File: config.mk
export PLATFORM = sky130hd
export DESIGN_NAME = gate_occupancy
export DESIGN_NICKNAME = d
export VERILOG_FILES = /design/src/rtl/gate_occupancy.sv
export SDC_FILE = /design/constraint.sdc
export NUM_CORES = 1
export LEC_CHECK = 0
export ABC_AREA = 1
export CAP_MARGIN = 20
export CORE_MARGIN = 4
export CORE_UTILIZATION = 55
export DETAILED_ROUTE_END_ITERATION = 10
export PLACE_DENSITY = 0.94
export SETUP_SLACK_MARGIN = 0.15
export SYNTH_ARGS = -nofsm -noshare
export SYNTH_HDL_FRONTEND = slang
export SYNTH_SLANG_ARGS = --single-unit
File: constraint.sdc
create_clock -name clk -period 3.6 [get_ports clk]
set_clock_uncertainty 0.1 [all_clocks]
set_input_delay 0.72 -clock clk [delete_from_list [all_inputs] [get_ports clk]]
set_output_delay 0.72 -clock clk [all_outputs]
set_load 0.02 [all_outputs]
File: src/rtl/gate_occupancy.sv
// Gate occupancy front end: sensor-sequence FSM -> entry/exit events -> saturating car count.
// Latency: one edge from the final sampled 00 to the event pulse and new count (+2 with SENSOR_SYNC_EN).
// No backpressure: sensors are sampled every cycle; optional macro SENSOR_SYNC_EN adds 2-flop sensor synchronizers.
module gate_occupancy #(
  parameter int CAPACITY = 3,
  parameter int CNT_W    = $clog2(CAPACITY + 1)
) (
  input  logic             clk,
  input  logic             reset,
  input  logic             sensor_outer,
  input  logic             sensor_inner,
  output logic [CNT_W-1:0] occupancy,
  output logic             slot_empty,
  output logic             slot_full,
  output logic             car_entered,
  output logic             car_exited,
  output logic             seq_error,
  output logic             count_error
);

  localparam logic [CNT_W-1:0] CAP_V = CNT_W'(CAPACITY);
  localparam logic [CNT_W-1:0] ONE_V = CNT_W'(1);

  typedef enum logic [2:0] {IDLE, IN1, IN2, IN3, OUT1, OUT2, OUT3, ERR} state_t;

  state_t     state;
  state_t     state_nxt;
  logic [1:0] code;
  logic       entry_evt;
  logic       exit_evt;
  logic       err_evt;

`ifdef SENSOR_SYNC_EN
  logic [1:0] sync_q1;
  logic [1:0] sync_q2;

  // Two-flop synchronizer per beam; cleared so a reset never replays stale beam state.
  always_ff @(posedge clk or negedge reset) begin
    if (!reset) begin
      sync_q1 <= 2'b00;
      sync_q2 <= 2'b00;
    end else begin
      sync_q1 <= {sensor_outer, sensor_inner};
      sync_q2 <= sync_q1;
    end
  end

  assign code = sync_q2;
`else
  assign code = {sensor_outer, sensor_inner};
`endif

  // State register; reset drops any partially observed car.
  always_ff @(posedge clk or negedge reset) begin
    if (!reset) begin
      state <= IDLE;
    end else begin
      state <= state_nxt;
    end
  end

  // Next-state decode from the {outer,inner} code; the final 00 of a full sequence raises an event.
  always_comb begin
    state_nxt = state;
    entry_evt = 1'b0;
    exit_evt  = 1'b0;
    case (state)
      IDLE: begin
        case (code)
          2'b00:   state_nxt = IDLE;
          2'b10:   state_nxt = IN1;
          2'b01:   state_nxt = OUT1;
          default: state_nxt = ERR;
        endcase
      end
      IN1: begin
        case (code)
          2'b10:   state_nxt = IN1;
          2'b11:   state_nxt = IN2;
          2'b00:   state_nxt = IDLE;
          default: state_nxt = ERR;
        endcase
      end
      IN2: begin
        case (code)
          2'b11:   state_nxt = IN2;
          2'b01:   state_nxt = IN3;
          2'b10:   state_nxt = IN1;
          default: state_nxt = ERR;
        endcase
      end
      IN3: begin
        case (code)
          2'b01:   state_nxt = IN3;
          2'b11:   state_nxt = IN2;
          2'b00: begin
            state_nxt = IDLE;
            entry_evt = 1'b1;
          end
          default: state_nxt = ERR;
        endcase
      end
      OUT1: begin
        case (code)
          2'b01:   state_nxt = OUT1;
          2'b11:   state_nxt = OUT2;
          2'b00:   state_nxt = IDLE;
          default: state_nxt = ERR;
        endcase
      end
      OUT2: begin
        case (code)
          2'b11:   state_nxt = OUT2;
          2'b10:   state_nxt = OUT3;
          2'b01:   state_nxt = OUT1;
          default: state_nxt = ERR;
        endcase
      end
      OUT3: begin
        case (code)
          2'b10:   state_nxt = OUT3;
          2'b11:   state_nxt = OUT2;
          2'b00: begin
            state_nxt = IDLE;
            exit_evt  = 1'b1;
          end
          default: state_nxt = ERR;
        endcase
      end
      ERR: begin
        state_nxt = (code == 2'b00) ? IDLE : ERR;
      end
      default: state_nxt = IDLE;
    endcase
  end

  // seq_error fires only on the way into ERR, never while parked there.
  assign err_evt = (state_nxt == ERR) && (state != ERR);

  // Registered count and event pulses; count saturates at both ends and flags the attempt.
  always_ff @(posedge clk or negedge reset) begin
    if (!reset) begin
      occupancy   <= '0;
      car_entered <= 1'b0;
      car_exited  <= 1'b0;
      seq_error   <= 1'b0;
      count_error <= 1'b0;
    end else begin
      car_entered <= entry_evt;
      car_exited  <= exit_evt;
      seq_error   <= err_evt;
      count_error <= (entry_evt && (occupancy >= CAP_V)) ||
                     (exit_evt && (occupancy == '0));
      if (entry_evt && (occupancy < CAP_V)) begin
        occupancy <= occupancy + ONE_V;
      end else if (exit_evt && (occupancy != '0)) begin
        occupancy <= occupancy - ONE_V;
      end
    end
  end

  assign slot_empty = (occupancy == '0);
  assign slot_full  = (occupancy == CAP_V);

endmodule

==> results of run 1 <==
==> synthesized netlist by cell type <==
library cell,count,area [um2]
or2_0,1,6.26
nand2_1,20,75.1
xor2_1,1,8.76
inv_2,3,11.3
nand2_2,1,6.26
nor2_2,1,6.26
o21ai_2,1,8.76
dfrtp_1,9,225
nand3_2,2,20.0
nor2_1,18,67.6
inv_1,10,37.5
nand3_1,9,45.0
buf_6,2,22.5
nor3_2,1,10.0
o21ai_0,3,15.0
nand4_1,3,18.8
o21ai_1,2,10.0
buf_4,1,7.51
nand4_4,1,21.3
ha_1,8,100
==> worst max-delay path by stage <==
stage                             from         end  slack, ns  cells after the start
final                     occupancy[0]  slot_empty       1.18                      2
after global routing      occupancy[0]  slot_empty       1.07                      2
after CTS                 occupancy[0]  slot_empty       1.17                      2
after detailed placement  sensor_inner   seq_error       1.04                     10
after global placement    sensor_inner   seq_error       1.14                     10
after floorplan           sensor_inner   seq_error       1.84                      9
==> stage by stage <==
stage / power, mW / util / cells
CTS: 0.615 / 0.723 / 123
detailed placement: 0.534 / 0.701 / 119
floorplan: 0.445 / - / 97
global route: 0.667 / 0.723 / 123
finish: 0.618 / 0.723 / 123
global placement: 0.516 / 0.701 / 119
==> routing by layer <==
layer,track usage,part of all wire,vias up
li1,-,-,327
met5,0,0,-
met1,0.244,0.40,305
met4,0.0783,0.015,0
met2,0.326,0.49,40
met3,0.0691,0.090,6
==> cell families after synthesis <==
group                      synth area share
AOI/OAI and AO/OA                    0.0467
adders and majority gates             0.138
and+or+nand+nor                       0.382
xor gates and xnor gates             0.0121
DFF                                   0.311
buffers and inverters                 0.109
==> sequential cells by signal, indices dropped and copies added (netlist names) <==
signal and flops:
count_error 1, state 3, occupancy 2, seq_error 1, car_exited 1, car_entered 1
==> cell type report <==
| type | instances | area (um2) |
|---|---|---|
| Clock buffer | 4 | 26.3 |
| Sequential cell | 9 | 225 |
| Fill cell | 85 | 324 |
| Tap cell | 14 | 17.5 |
| Timing Repair Buffer | 11 | 110 |
| Inverter | 13 | 48.8 |
| Multi-Input combinational cell | 72 | 419 |
==> power groups by stage <==
stage               sequential (mW)  combinational (mW)  clock (mW)
CTS                           0.226               0.308      0.0813
detailed placement            0.228               0.306           0
floorplan                     0.190               0.255           0
finish                        0.230               0.310      0.0786
global route                  0.237               0.341      0.0892
global placement              0.220               0.296           0
==> layout by cell type, fill, tap and decap left out <==
master	count
nor3_2	1
nand3_1	9
clkbuf_1	1
nand2_1	20
o21ai_1	2
o21ai_2	1
o21ai_0	3
xor2_1	1
inv_1	10
ha_1	8
dfrtp_1	9
clkbuf_4	3
nand2_2	1
nand3_2	2
nand4_1	3
or2_0	1
nor2_2	1
clkdlybuf4s50_1	11
nor2_1	18
inv_2	3
nand4_4	1
==> metrics, run 1 <==
core area=between 0.001 and 0.0015 mm2; vias in the first global route=664; Routed WL=1.72 mm; max cap viols=0; Syn Nets=109; num rows=12; Crit path buffers/inverters=1; cts repair resizes=0; Seq pwr share=0.372; Comb pwr share=0.501; final worst slack=1.18 ns; internal power=306 uW; pin count of the biggest net entering global routing=15; Top delay family on crit path=buffers and inverters; number of DRC markers in iteration 0=32; Final setup viols=0; hold_buf cts=0; slowest stage cell, crit path=clkdlybuf4s50_1; IO buf count=11; CP cell instances=nor2_1 -> clkdlybuf4s50_1; clock root buffer=clkbuf_4; Max-Slew Margin vs Limit=0.629; CTS clock-pin slew for the worst setup and hold paths=~0.060 ns; RR Endpoint=occupancy[0]; Final HPWL DP=around 1.3 mm; Worst setup EP type=primary output; CTS Buffer Depth=2; Setup crit start kind=register; max-slew violations=0; Req. time, crit path=2.78 ns; clk_lat worst skew=~0.26 ns; DP Worst Slack=roughly 1.0 ns; reg2reg setup slack=2.01 ns; CTS Buf Count=3; Mean Syn Cell Area=between 7 and 8 um2; power density cells=730 mW/mm2; P_sw=311 uW; Clk pwr share=0.127; post-route cell area=847 um2; setup_tns=0 ns; Final ANT Viol Nets=0; #FFs+latches synth=9; cell area after synthesis=around 720 um2; Die Wd=roughly 44 um; # diodes=0; H-tree depth=1; Seq/Total Area, Yosys=0.311; worst hold start=occupancy[0]; Slowest Stage Delay on Critical Path=0.66 ns; Slew @ Worst Pin=about 0.56 ns; area post-placement=821 um2; Hold Path Depth=1; area grow syn2layout=17.1%; unrepaired setup endpoints after global routing=no; run status=complete, no violations; Tcrit/Tclk final=0.673; critical path class=register to primary output; CP arrival=1.60 ns; Final Wtd Congestion=0.926; fin nets=122; initial antenna violation count=0; Crit Reg-Reg Startpoint=state[1]; P_leak=roughly 0.44 nW; CTS tree=yes; Yosys warning count=0; Fin. Hold Viols=0; Die Ht=~44 um; Yosys cell types=20; critical-path maximum fanout=5; Starting Density=0.618; worst hold slack=0.459 ns; first-pass GRT wire length=about 2.9 mm; residual DRC count=0; f_max=0.413 GHz; drt wl/cell=roughly 14 um; Worst Hold Path EP=occupancy[0]; postcts setup bufs=0; maximum VDD drop=between 0.4 and 0.5 mV; Die ar.=0.00196 mm2; I/O Pins=12; share of cells above drive strength 1=0.119; Sink Count=9; Tot GR Track Use=0.201; post-synthesis cell count=a little under 100; cell depth of the worst flop-to-flop path=7; switch share=0.504; vias per cell=around 5.5; Pre-antenna DRT Iters=4; grt ovf=0; Hold/Removal Path Class=register to register; via count of the routed design=678; final critical-path required period=roughly 2.4 ns
No activity file was read; power rests on OpenSTA's default activity.
==> run 2, diff against run 1 <==
--- a/config.mk
+++ b/config.mk
@@ -8,9 +8,9 @@
 export ABC_AREA = 1
 export CAP_MARGIN = 20
 export CORE_MARGIN = 4
-export CORE_UTILIZATION = 55
+export CORE_UTILIZATION = 51
 export DETAILED_ROUTE_END_ITERATION = 10
-export PLACE_DENSITY = 0.94
+export PLACE_DENSITY = 0.89
 export SETUP_SLACK_MARGIN = 0.15
 export SYNTH_ARGS = -nofsm -noshare
 export SYNTH_HDL_FRONTEND = slang
==> constraint.sdc (replaced) <==
create_clock -name clk -period 2.5 [get_ports clk]
set_clock_uncertainty 0.1 [all_clocks]
set_input_delay 0.5 -clock clk [delete_from_list [all_inputs] [get_ports clk]]
set_output_delay 0.5 -clock clk [all_outputs]
set_load 0.02 [all_outputs]
==> metrics, run 2 (same netlist as run 1, synthesis figures left out) <==
run status=complete, no violations; core area=0.00132 mm2 (+13%); vias in the first global route=644 (-3.0%); Final ANT Viol Nets=0 (unchanged); grt ovf=0 (unchanged); area grow syn2layout=17.3%; critical-path maximum fanout=5 (unchanged); Final Power=867 uW (+40%); I/O Pins=12 (unchanged); # diodes=0 (unchanged); Slew @ Worst Pin=0.536 ns (-0.0206 ns); first-pass GRT wire length=2.48 mm (-15%); largest registers=state: 3 flops, occupancy: 2 flops; share of cells above drive strength 1=0.119 (unchanged); maximum VDD drop=0.389 mV (-15%); Final HPWL DP=1.17 mm (-8.8%); # fillers=112 (+32%); Final Wtd Congestion=0.976 (+5.4%); Crit Reg-Reg Startpoint=state[2]; most frequent cells in the layout=20 x nand2_1, 18 x nor2_1, 11 x clkdlybuf4s50_1; CTS Buf Count=3 (unchanged); Die Ht=45.7 um (+3.2%); crit path from=occupancy[0]; Die Wd=45.7 um (+3.2%); Starting Density=0.549 (-0.0686); max-slew violations=0 (unchanged); most common cell after layout, fill and taps aside=nand2_1; Die ar.=0.00208 mm2 (+6.4%); P_leak=0.445 nW (unchanged); fin nets=122 (unchanged); pin count of the biggest net entering global routing=15 (unchanged); most flop-heavy register=state; postcts setup bufs=0 (unchanged); CTS Buffer Depth=2 (unchanged); CP arrival=1.59 ns (about the same); setup_tns=0 ns (unchanged); IO buf count=11 (unchanged); cts repair resizes=0 (unchanged); critical path class=register to primary output; clock root buffer=clkbuf_4; Max-Slew Margin vs Limit=0.643 (+0.0137); f_max=0.456 GHz; Setup crit start kind=register; max cap viols=0 (unchanged); drt wl/cell=11.6 um (-17%); Pre-antenna DRT Iters=4 (unchanged); Req. time, crit path=1.90 ns (-0.88 ns); num rows=13 (+1); hold_buf cts=0 (unchanged); final worst slack=0.308 ns (-0.867 ns); area post-placement=822 um2 (+0.15%); unrepaired setup endpoints after global routing=no; vias per cell=5.23 (-5.2%); Fin. Hold Viols=0 (unchanged); via count of the routed design=648 (-4.4%); CTS clock-pin slew for the worst setup and hold paths=0.06 ns (about the same); Largest register FFs=3 (unchanged); residual DRC count=0 (unchanged); number of DRC markers in iteration 0=15 (-53%); clk_lat worst skew=0.25 ns (about the same); H-tree depth=1 (unchanged); initial antenna violation count=0 (unchanged); Worst setup EP type=primary output; Final setup viols=0 (unchanged); Routed WL=1.44 mm (-16%); Sink Count=9 (unchanged); Hold/Removal Path Class=primary input to async pin; worst hold slack=0.426 ns (-0.0324 ns); power density cells=1020 mW/mm2 (+40%); DP Worst Slack=0.170 ns (-0.869 ns); final critical-path required period=~2.2 ns; post-route cell area=848 um2 (+0.15%); Tot GR Track Use=0.161 (-0.0401); CTS tree=yes; Tcrit/Tclk final=0.877
-- run 2: critical path, cell delays in order (launching register included) --
cell             delay, ns
dfrtp_1               0.42
nor2_1                0.25
clkdlybuf4s50_1       0.67
-- run 2: layout make-up --
class	instances	area, um2	share of cell area
well taps	15	18.8	0.0221
clock buffers	4	26.3	0.0310
inverters	13	48.8	0.0575
repair buffers	11	110	0.130
flip-flops and latches	9	225	0.265
multi-input cells	72	419	0.494
-- run 2: metal layers --
metal  share of wire  vias to the layer above  global-route usage
met5               0                        -                   0
met4           0.025                        0              0.0936
met3           0.062                        4              0.0277
met2            0.52                       26               0.292
met1            0.39                      289               0.170
li1                -                      329                   -
-- run 2: power by group --
| group | switching (mW) | internal, mW | total [mW] | leakage, nW |
|---|---|---|---|---|
| sequential | 0.124 | 0.197 | 0.322 | 0.116 |
| combinational | 0.255 | 0.183 | 0.438 | 0.313 |
| clock | 0.0463 | 0.0612 | 0.107 | 0.0150 |
-- run 2: through the flow --
stage                util  std cells
finish              0.644        124
global route        0.644        124
CTS                 0.644        124
detailed placement  0.624        120
global placement    0.624        120
floorplan               -         97
-- run 2: final timing paths --
kind                                endpoint  slack [ns]  depth (start not counted)
max in group asynchronous        count_error        1.59                          1
worst min register to register  occupancy[0]        0.44                          1
worst max-delay path              slot_empty        0.31                          2
min in group clk                occupancy[0]        0.44                          1
worst max register to register     seq_error        0.98                          7
worst min-delay path            occupancy[1]        0.43                          1
==> run 3, diff against run 2 <==
--- a/config.mk
+++ b/config.mk
@@ -7,7 +7,7 @@
 export LEC_CHECK = 0
 export ABC_AREA = 1
 export CAP_MARGIN = 20
-export CORE_MARGIN = 4
+export CORE_MARGIN = 8
 export CORE_UTILIZATION = 51
 export DETAILED_ROUTE_END_ITERATION = 10
 export PLACE_DENSITY = 0.89
==> constraint.sdc (replaced) <==
create_clock -name clk -period 2.1 [get_ports clk]
set_clock_uncertainty 0.1 [all_clocks]
set_input_delay 0.42 -clock clk [delete_from_list [all_inputs] [get_ports clk]]
set_output_delay 0.42 -clock clk [all_outputs]
set_load 0.02 [all_outputs]
==> metrics, run 3 (same netlist as run 1, synthesis figures left out) <==
Largest register FFs=3 (unchanged); crit path from=occupancy[0]; power density cells=1200 mW/mm2 (+17%); share of cells above drive strength 1=0.159 (+0.0400); cell depth of the worst flop-to-flop path=7 (unchanged); f_max=between 0.5 and 0.6 GHz; Final ANT Viol Nets=0 (unchanged); number of DRC markers in iteration 0=17 (+2); Final Wtd Congestion=0.954 (-2.3%); clk_lat worst skew=0.26 ns (about the same); fin nets=126 (+3.3%); IO buf count=11 (unchanged); vias per cell=5.35 (+2.4%); CTS clock-pin slew for the worst setup and hold paths=0.06 ns (about the same); Die Wd=53.7 um (+18%); setup_tns=0 ns (unchanged); critical path class=register to primary output; max-slew violations=0 (unchanged); pin count of the biggest net entering global routing=15 (unchanged); Slew @ Worst Pin=0.537 ns (+0.000495 ns); num rows=13 (unchanged); Setup crit start kind=register; largest registers=state: 3 flops, occupancy: 2 flops; maximum VDD drop=0.465 mV (+19%); CTS tree=yes; Die ar.=0.00288 mm2 (+38%); Pre-antenna DRT Iters=4 (unchanged); max cap viols=0 (unchanged); Crit Reg-Reg Startpoint=state[2]; P_leak=0.473 nW (+6.4%); Final Power=1.05 mW (+21%); residual DRC count=0 (unchanged); H-tree depth=1 (unchanged); most common cell after layout, fill and taps aside=nand2_1; initial antenna violation count=0 (unchanged); Hold/Removal Path Class=primary input to async pin; critical-path maximum fanout=5 (unchanged); most frequent cells in the layout=20 x nand2_1, 18 x nor2_1, 10 x inv_1; drt wl/cell=12.3 um (+6.3%); cts repair resizes=2 (+2); Max-Slew Margin vs Limit=0.642 (about the same); Crit path buffers/inverters=1 (unchanged); Routed WL=1.58 mm (+9.7%); Worst setup EP type=primary output; run status=complete, no violations; clock root buffer=clkbuf_4; DP Worst Slack=0.0524 ns (-0.118 ns); I/O Pins=12 (unchanged); Starting Density=0.549 (unchanged); CP cell instances=clkdlybuf4s50_1; Final HPWL DP=1.24 mm (+6.3%); CTS Buffer Depth=2 (unchanged); unrepaired setup endpoints after global routing=no; core area=0.00132 mm2 (unchanged); Final setup viols=0 (unchanged); Req. time, crit path=1.58 ns (-0.32 ns); reg2reg setup slack=0.56 ns (-0.42 ns); # diodes=0 (unchanged); slowest stage cell, crit path=clkdlybuf4s50_1; Slowest Stage Delay on Critical Path=0.64 ns (-0.03 ns); via count of the routed design=685 (+5.7%); Tcrit/Tclk final=0.877; Layout Cells excl Fill=128 (+3.2%); CTS Buf Count=3 (unchanged); Top delay family on crit path=buffers and inverters; Tot GR Track Use=0.127 (-0.0340); RR Endpoint=seq_error; Die Ht=53.7 um (+18%); postcts setup bufs=0 (unchanged); vias in the first global route=642 (-0.31%); area grow syn2layout=21.3%; Sink Count=9 (unchanged); hold_buf cts=0 (unchanged); most flop-heavy register=state; CP arrival=1.32 ns (-0.27 ns); final critical-path required period=approximately 1.8 ns; grt ovf=0 (unchanged); Fin. Hold Viols=0 (unchanged); placed cell count=124 (+3.3%); first-pass GRT wire length=2.77 mm (+12%); Critical Path End=occupancy[0]; CP Depth=1 (-1); final worst slack=0.259 ns (-0.0494 ns)
==> run 3: cell types whose count changed in the layout (fill, tap and decap cells not counted), sizes merged <==
| cell | delta |
|---|---|
| buf | +4 |
| clkdlybuf4s50 | -2 |
| dlygate4sd2 | +2 |
| clkbuf | -1 |
| clkinv | +1 |
==> run 3: how the worst min path moves through the flow <==
stage | cells past startpoint | slack (ns) | from | to
final | 1 | 0.34 | reset | state[1]
after global routing | 1 | 0.36 | reset | state[2]
after CTS | 1 | 0.35 | reset | seq_error
after detailed placement | 1 | 0.44 | occupancy[0] | occupancy[0]
after global placement | 1 | 0.42 | occupancy[0] | occupancy[0]
after floorplan | 0 | 0.02 | reset | car_entered
==> run 3: layer usage <==
| layer | GRT usage | part of all wire | routed length [um] |
|---|---|---|---|
| met1 | 0.132 | 0.38 | 595 |
| met2 | 0.227 | 0.51 | 798 |
| met3 | 0.0275 | 0.084 | 133 |
| met4 | 0.0798 | 0.034 | 53 |
| met5 | 0 | 0 | 0 |
==> run 3: cell type report <==
cell class,instances,area [um2]
Inverter,13,48.8
Fill cell,116,440
Timing Repair Buffer,15,138
Sequential cell,9,225
Tap cell,15,18.8
Clock inverter,1,5.00
Multi-Input combinational cell,72,419
Clock buffer,3,22.5
==> run 3: per-stage QoR <==
| step | utilization | area [um2] | hold WS (ns) |
|---|---|---|---|
| after global placement | 0.647 | 852 | 0.422 |
| after CTS | 0.666 | 877 | 0.347 |
| after global routing | 0.666 | 877 | 0.362 |
| after detailed placement | 0.647 | 852 | 0.440 |
| final | 0.666 | 877 | 0.339 |
| after floorplan | - | 723 | 0.0244 |
==> run 3: power by group <==
| part | internal [mW] | total (mW) | leakage (nW) | switching [mW] |
|---|---|---|---|---|
| combinational | 0.222 | 0.529 | 0.339 | 0.308 |
| clock | 0.0704 | 0.135 | 0.0177 | 0.0649 |
| sequential | 0.235 | 0.388 | 0.116 | 0.153 |
| total | 0.527 | 1.05 | 0.473 | 0.526 |
==> run 3: worst register-to-register path: stages (launching register included) <==
cell     delay (ns)
dfrtp_1        0.66
nor2_1         0.16
nand3_1        0.10
nand2_1        0.06
nor2_1         0.13
nand3_1        0.11
nand2_1        0.07
nor2_1         0.04
